### src/rtl/gbf_port_arbiter_pkg.sv
// Shared definitions for the global-buffer SPI port arbiter: requester map,
// default outbound mask and FSM state encoding.
package gbf_port_arbiter_pkg;

    localparam int NUM_REQ_DEF = 7;

    localparam int CFG_IDX    = 0;
    localparam int FLGWEI_IDX = 1;
    localparam int WEI_IDX    = 2;
    localparam int FLGACT_IDX = 3;
    localparam int ACT_IDX    = 4;
    localparam int FLGOFM_IDX = 5;
    localparam int OFM_IDX    = 6;

    // A set bit marks a requester that reads the GBF out through the pad.
    localparam logic [NUM_REQ_DEF-1:0] RD_MASK_DEF = 7'b110_0000;

    typedef enum logic [1:0] {
        IDLE    = 2'd0,
        TURN    = 2'd1,
        GRANT   = 2'd2,
        RELEASE = 2'd3
    } gbf_state_e;

endpackage

### src/rtl/gbf_port_arbiter_rr_pick.sv
// Combinational round-robin selector over requesters 1..NUM_REQ-1. The search
// starts one bit above the pointer and wraps from the top bit back to bit 1.
module rr_pick #(
    parameter int NUM_REQ = 7,
    parameter int PTR_W   = $clog2(NUM_REQ)
) (
    input  logic [NUM_REQ-1:1] req,
    input  logic [PTR_W-1:0]   ptr,
    output logic [NUM_REQ-1:0] gntOh,
    output logic               valid
);

    localparam int RR_N = NUM_REQ - 1;

    // Position p in the ring is requester bit p+1; the bit after ptr sits at p=ptr.
    always_comb begin
        int startPos;
        int pos;
        gntOh    = '0;
        valid    = 1'b0;
        pos      = 0;
        startPos = int'(ptr);
        if (startPos >= RR_N) begin
            startPos = 0;
        end
        for (int k = 0; k < RR_N; k++) begin
            pos = startPos + k;
            if (pos >= RR_N) begin
                pos = pos - RR_N;
            end
            if (!valid && req[pos+1]) begin
                gntOh[pos+1] = 1'b1;
                valid        = 1'b1;
            end
        end
    end

endmodule

### src/rtl/gbf_port_arbiter.sv
// Grants the half-duplex SPI data port to one requester per burst, owns the
// port direction and pad enable, and inserts turnaround cycles on direction flips.
module gbf_port_arbiter
    import gbf_port_arbiter_pkg::*;
#(
    parameter int                 NUM_REQ   = NUM_REQ_DEF,
    parameter logic [NUM_REQ-1:0] RD_MASK   = RD_MASK_DEF,
    parameter int                 BURST_LEN = 16,
    parameter int                 TURN_CYC  = 2
) (
    input  logic               clk,
    input  logic               rst_n,
    input  logic [NUM_REQ-1:0] Req,
    input  logic               Beat_Val,
    input  logic               Beat_Last,
    output logic [NUM_REQ-1:0] Gnt,
    output logic               Switch_RdWr,
    output logic               pad_OE,
    output logic               Busy,
    output gbf_state_e         dbgState
);

    localparam int CNT_W  = $clog2(BURST_LEN + 1);
    localparam int PTR_W  = $clog2(NUM_REQ);
    localparam int TURN_W = (TURN_CYC > 1) ? $clog2(TURN_CYC) : 1;

    localparam logic [CNT_W-1:0]  BURST_MAX = CNT_W'(BURST_LEN);
    localparam logic [TURN_W-1:0] TURN_LAST = TURN_W'(TURN_CYC - 1);

    gbf_state_e         state;
    logic [NUM_REQ-1:0] winOh;
    logic [PTR_W-1:0]   winIdx;
    logic [PTR_W-1:0]   rrPtr;
    logic [CNT_W-1:0]   beatCnt;
    logic [TURN_W-1:0]  turnCnt;

    logic [NUM_REQ-1:0] rrOh;
    logic               rrValid;
    logic [NUM_REQ-1:0] pickOh;
    logic               pickVal;
    logic [PTR_W-1:0]   pickIdx;
    logic               pickInbound;
    logic               winOutbound;
    logic               winStillReq;
    logic [CNT_W-1:0]   beatNext;
    logic               beatEnd;

    rr_pick #(
        .NUM_REQ (NUM_REQ),
        .PTR_W   (PTR_W)
    ) u_rr_pick (
        .req   (Req[NUM_REQ-1:1]),
        .ptr   (rrPtr),
        .gntOh (rrOh),
        .valid (rrValid)
    );

    // Configuration fetch always pre-empts the round-robin group.
    always_comb begin
        pickOh  = '0;
        pickVal = 1'b0;
        if (Req[CFG_IDX]) begin
            pickOh[CFG_IDX] = 1'b1;
            pickVal         = 1'b1;
        end else if (rrValid) begin
            pickOh  = rrOh;
            pickVal = 1'b1;
        end
    end

    always_comb begin
        pickIdx = '0;
        for (int i = 0; i < NUM_REQ; i++) begin
            if (pickOh[i]) begin
                pickIdx = PTR_W'(i);
            end
        end
    end

    assign pickInbound = ~|(pickOh & RD_MASK);
    assign winOutbound = |(winOh & RD_MASK);
    assign winStillReq = |(winOh & Req);

    // A beat is one word moved while Beat_Val is high in a GRANT cycle. There is
    // no back-pressure: Gnt is the ready side, and Beat_Last counts only with Beat_Val.
    assign beatNext = beatCnt + CNT_W'(1);
    assign beatEnd  = Beat_Val && (Beat_Last || (beatNext == BURST_MAX));

    assign dbgState = state;

    always_ff @(posedge clk) begin
        if (!rst_n) begin
            state       <= IDLE;
            Gnt         <= '0;
            Switch_RdWr <= 1'b1;
            pad_OE      <= 1'b0;
            Busy        <= 1'b0;
            beatCnt     <= '0;
            rrPtr       <= '0;
            turnCnt     <= '0;
            winOh       <= '0;
            winIdx      <= '0;
        end else begin
            case (state)
                IDLE: begin
                    if (pickVal) begin
                        winOh  <= pickOh;
                        winIdx <= pickIdx;
                        Busy   <= 1'b1;
                        if (pickInbound == Switch_RdWr) begin
                            state  <= GRANT;
                            Gnt    <= pickOh;
                            pad_OE <= ~pickInbound;
                        end else begin
                            state       <= TURN;
                            Switch_RdWr <= ~Switch_RdWr;
                            pad_OE      <= 1'b0;
                            turnCnt     <= '0;
                        end
                    end
                end

                // The direction is already flipped; the winner may withdraw meanwhile.
                TURN: begin
                    if (turnCnt == TURN_LAST) begin
                        if (winStillReq) begin
                            state  <= GRANT;
                            Gnt    <= winOh;
                            pad_OE <= winOutbound;
                        end else begin
                            state <= IDLE;
                            Busy  <= 1'b0;
                        end
                    end else begin
                        turnCnt <= turnCnt + TURN_W'(1);
                    end
                end

                GRANT: begin
                    if (Beat_Val) begin
                        beatCnt <= beatNext;
                        if (beatEnd) begin
                            state  <= RELEASE;
                            Gnt    <= '0;
                            pad_OE <= 1'b0;
                        end
                    end
                end

                RELEASE: begin
                    beatCnt <= '0;
                    if (winIdx != PTR_W'(CFG_IDX)) begin
                        rrPtr <= winIdx;
                    end
                    state <= IDLE;
                    Busy  <= 1'b0;
                end

                default: begin
                    state <= IDLE;
                end
            endcase
        end
    end

endmodule

### config.mk
export PLATFORM = sky130hd
export DESIGN_NAME = gbf_port_arbiter
export DESIGN_NICKNAME = d
export VERILOG_FILES = /design/src/rtl/gbf_port_arbiter_pkg.sv /design/src/rtl/gbf_port_arbiter_rr_pick.sv /design/src/rtl/gbf_port_arbiter.sv
export SDC_FILE = /design/constraint.sdc
export NUM_CORES = 1
export LEC_CHECK = 0
export BUFFER_PORTS_ARGS = -buffer_cell sky130_fd_sc_hd__buf_4
export CORE_UTILIZATION = 63
export CTS_CLUSTER_DIAMETER = 150
export DETAILED_ROUTE_END_ITERATION = 8
export PLACE_DENSITY_LB_ADDON = 0.05
export RECOVER_POWER = 50
export SYNTH_ARGS = -nofsm -noshare
export SYNTH_HDL_FRONTEND = slang
export SYNTH_HIERARCHICAL = 1
export SYNTH_SLANG_ARGS = --single-unit
### constraint.sdc
create_clock -name clk -period 7.18 [get_ports clk]
set_input_delay 1.436 -clock clk [delete_from_list [all_inputs] [get_ports clk]]
set_output_delay 1.436 -clock clk [all_outputs]
set_load 0.01 [all_outputs]
==> impl_metrics.py <==
metrics = {
    "min_path": {
        "hold_path_class": "reg -> reg",
    },
    "floorplan": {
        "initial_utilization": 0.6563,
        "core-area_sq_um": 6422,
        "io_pins": 23,
        "die_x_um": 83.80,
        "die_height_um": 83.80,
        "fp-row-count": 29,
        "die-area_sq_um": 7022,
    },
    "global_route": {
        "antenna_found_initial": 0,
        "grt_pass1_wl_um": 17780,
        "grtUsageMet2": 0.4694,
        "grt-busiest-layer": "met2",
        "grt_max_degree": 27,
        "use_met3": 0.05143,
        "grt_overflow": 0,
        "grtUsageTotal": 0.3047,
        "grt_pass1_vias": 3779,
        "globalRouteMet1Util": 0.4405,
    },
    "clock_network": {
        "cts_tree": "done",
        "post_cts_resized": 0,
        "cts_setup_buffers": 0,
        "clockBufferDepth": 2,
        "path_clk_slew_ps": 60,
        "cts_root_buf": "clkbuf_8",
        "htreeDepth": 2,
        "cts_buffers": 5,
        "ctsHoldBuffers": 0,
        "cts.sinks": 31,
        "clk_latency_ps": 280,
    },
    "timing": {
        "hold_viol_final": 0,
        "tightest_slew_ps": 1081,
        "whs_ps": 461.0,
        "fin_skew_ps": 6.026,
        "max_slew_margin": 0.2609,
        "slew_viol_final": 0,
        "layout_setup_ws_ps": 779.0,
        "timing.setup.tns_ps": 0,
        "fmax_mhz": 156.2,
        "period_minus_slack_ps": 6401,
        "setup_viol": 0,
        "rsz0062_at_grt": "false",
        "fin_crit_sh": 0.8915,
    },
    "drt": {
        "vias": 4192,
        "drc": 4,
        "drtIter0Drc": 450,
        "viasPerCell": 6.469,
        "drtAntennaViolNets": 0,
        "routed_wl_um": 10520,
        "dr.pass1.iters": 7,
        "avgRoutedWirePerCell_um": 16.24,
    },
    "final_layout": {
        "n_antenna_cell": 0,
        "layout-drive-gt1-share": 0.07531,
        "area_delta_synth_final_pct": 5.996,
        "finalNetCount": 643,
    },
    "synth": {
        "yosys_warnings": 6,
        "synth_flop_cell": "dfxtp_1",
        "synth-seq-cells": 31,
        "synth_area_per_cell_sq_um": 7.734,
        "synth-edff-count": 0,
        "seq_area_frac_synth": 0.1472,
        "synth_top_cell_by_area": "ha_1",
        "synth.top_cell.area_share": 0.1811,
        "ys_types": 81,
        "syn_inst": 545,
        "synth_area_sq_um": 4215,
        "async_flop_share": 0,
        "synth_area_leaders": "ha_1, dfxtp_1, mux2i_1",
    },
    "power": {
        "power_density_nw_per_um2": 140.2,
        "total_leakage_power_nw": 1.838,
        "ir_drop_uv": 171.3,
        "power_mw": 0.6262,
    },
    "outcome": {
        "violations": "design-rule violations",
        "status": "finished with violations",
    },
    "worst_setup_path": {
        "arrival_ps": 6540,
        "crit_fanout": 20,
        "crit_type": "reg -> reg",
        "start_kind": "flip-flop",
        "crit_required_ps": 7320,
        "endpoint_kind": "flip-flop",
    },
    "placement": {
        "dpl.hpwl_um": 8137,
        "place.gp.congestion": 1.024,
        "post-place-ws_ps": 877.0,
        "port_buffers": 22,
    },
    "job": {
        "max_cap_viol_count": 0,
    },
}
## report_power, final
group          total [mW]  switching (mW)  internal [mW]  leakage (nW)
Clock               0.140          0.0646         0.0751        0.0470
Sequential          0.208          0.0152          0.193         0.251
Combinational       0.279           0.170          0.109          1.54
## flip-flops by register name (all words and copies together) (netlist names)
signal / count
winOh: 7
Gnt: 7
beatCnt: 5
Switch_RdWr: 1
dbgState: 2
rrPtr: 3
winIdx: 3
pad_OE: 1
Busy: 1
turnCnt: 1
## synthesized netlist by cell type, types with 14 or more instances
cell type  count
ha_1          61
nand2_1       52
nor2_1        44
nand3_1       37
dfxtp_1       31
inv_1         27
o21ai_0       27
mux2i_1       23
a21oi_1       17
nor3_1        16
nand2b_1      15
clkbuf_1      14
## cells in the final DEF (no fill, tap or decap), drive strengths merged, types with 19 or more instances in the layout
master,n
clkbuf,19
nand2,52
dfxtp,31
ha,61
nor2,44
mux2i,24
o21ai,28
conb,25
nand3,38
inv,30
## critical path, stage by stage (launching register included)
cell and delay (ps):
dfxtp_1 790, inv_1 130, nand2_1 270, inv_2 150, ha_1 380, xnor2_1 390
ha_1 210, inv_1 40, ha_1 220, o41a_1 190, nor3_1 370, nand3_1 230
ha_1 240, or4b_2 660, nor3_1 250, nor2b_1 180, nand4_1 110, and3_1 200
o22ai_1 360, nor2_1 80, nor2_1 100, ha_1 250, o211ai_1 160, nand2_1 90
a22oi_1 150, nor2_1 50
## per-stage QoR
step	util	instance area, sq um	cells
global route	0.6957	4468	648
detailed placement	0.6897	4429	641
CTS	0.7033	4517	648
floorplan	-	4302	568
finish	0.6957	4468	648
global placement	0.6897	4429	641
## cells by family (layout without fill, tap and decap cells)
family,count (synthesis),in the layout,share of synthesized area
muxes,28,28,0.07687
AOI/OAI and AO/OA,118,118,0.2039
and+or+nand+nor,233,233,0.2977
DFF,31,31,0.1472
buffers and inverters,59,62,0.06441
other,2,25,0.001782
xor gates and xnor gates,13,13,0.02701
adders and majority gates,61,61,0.1811
## worst paths after layout
kind,from,endpoint,slack (ps),cells after the start
worst min-delay path,Gnt[6]$_SDFFE_PN0P_,Gnt[6]$_SDFFE_PN0P_,460,2
worst max register to register,rrPtr[2]$_SDFFE_PN0P_,turnCnt$_SDFFE_PN0P_,780,25
worst max-delay path,rrPtr[2]$_SDFFE_PN0P_,turnCnt$_SDFFE_PN0P_,780,25
worst min register to register,Gnt[6]$_SDFFE_PN0P_,Gnt[6]$_SDFFE_PN0P_,460,2
## per-layer routing
metal	vias up	routed length (um)	share of wire
met2	192	4592	0.44
met5	-	0	0
met3	18	808	0.077
met4	0	148	0.014
li1	2043	-	-
met1	1939	4974	0.47
## cell type report
class | instances | area [sq um]
Timing Repair Buffer | 25 | 138.9
Tap cell | 77 | 96.34
Sequential cell | 31 | 620.6
Inverter | 30 | 115.1
Fill cell | 558 | 1954
Clock buffer | 6 | 82.58
Multi-Input combinational cell | 478 | 3410
Clock inverter | 1 | 5.005
Power figures use the tool's default switching activity.
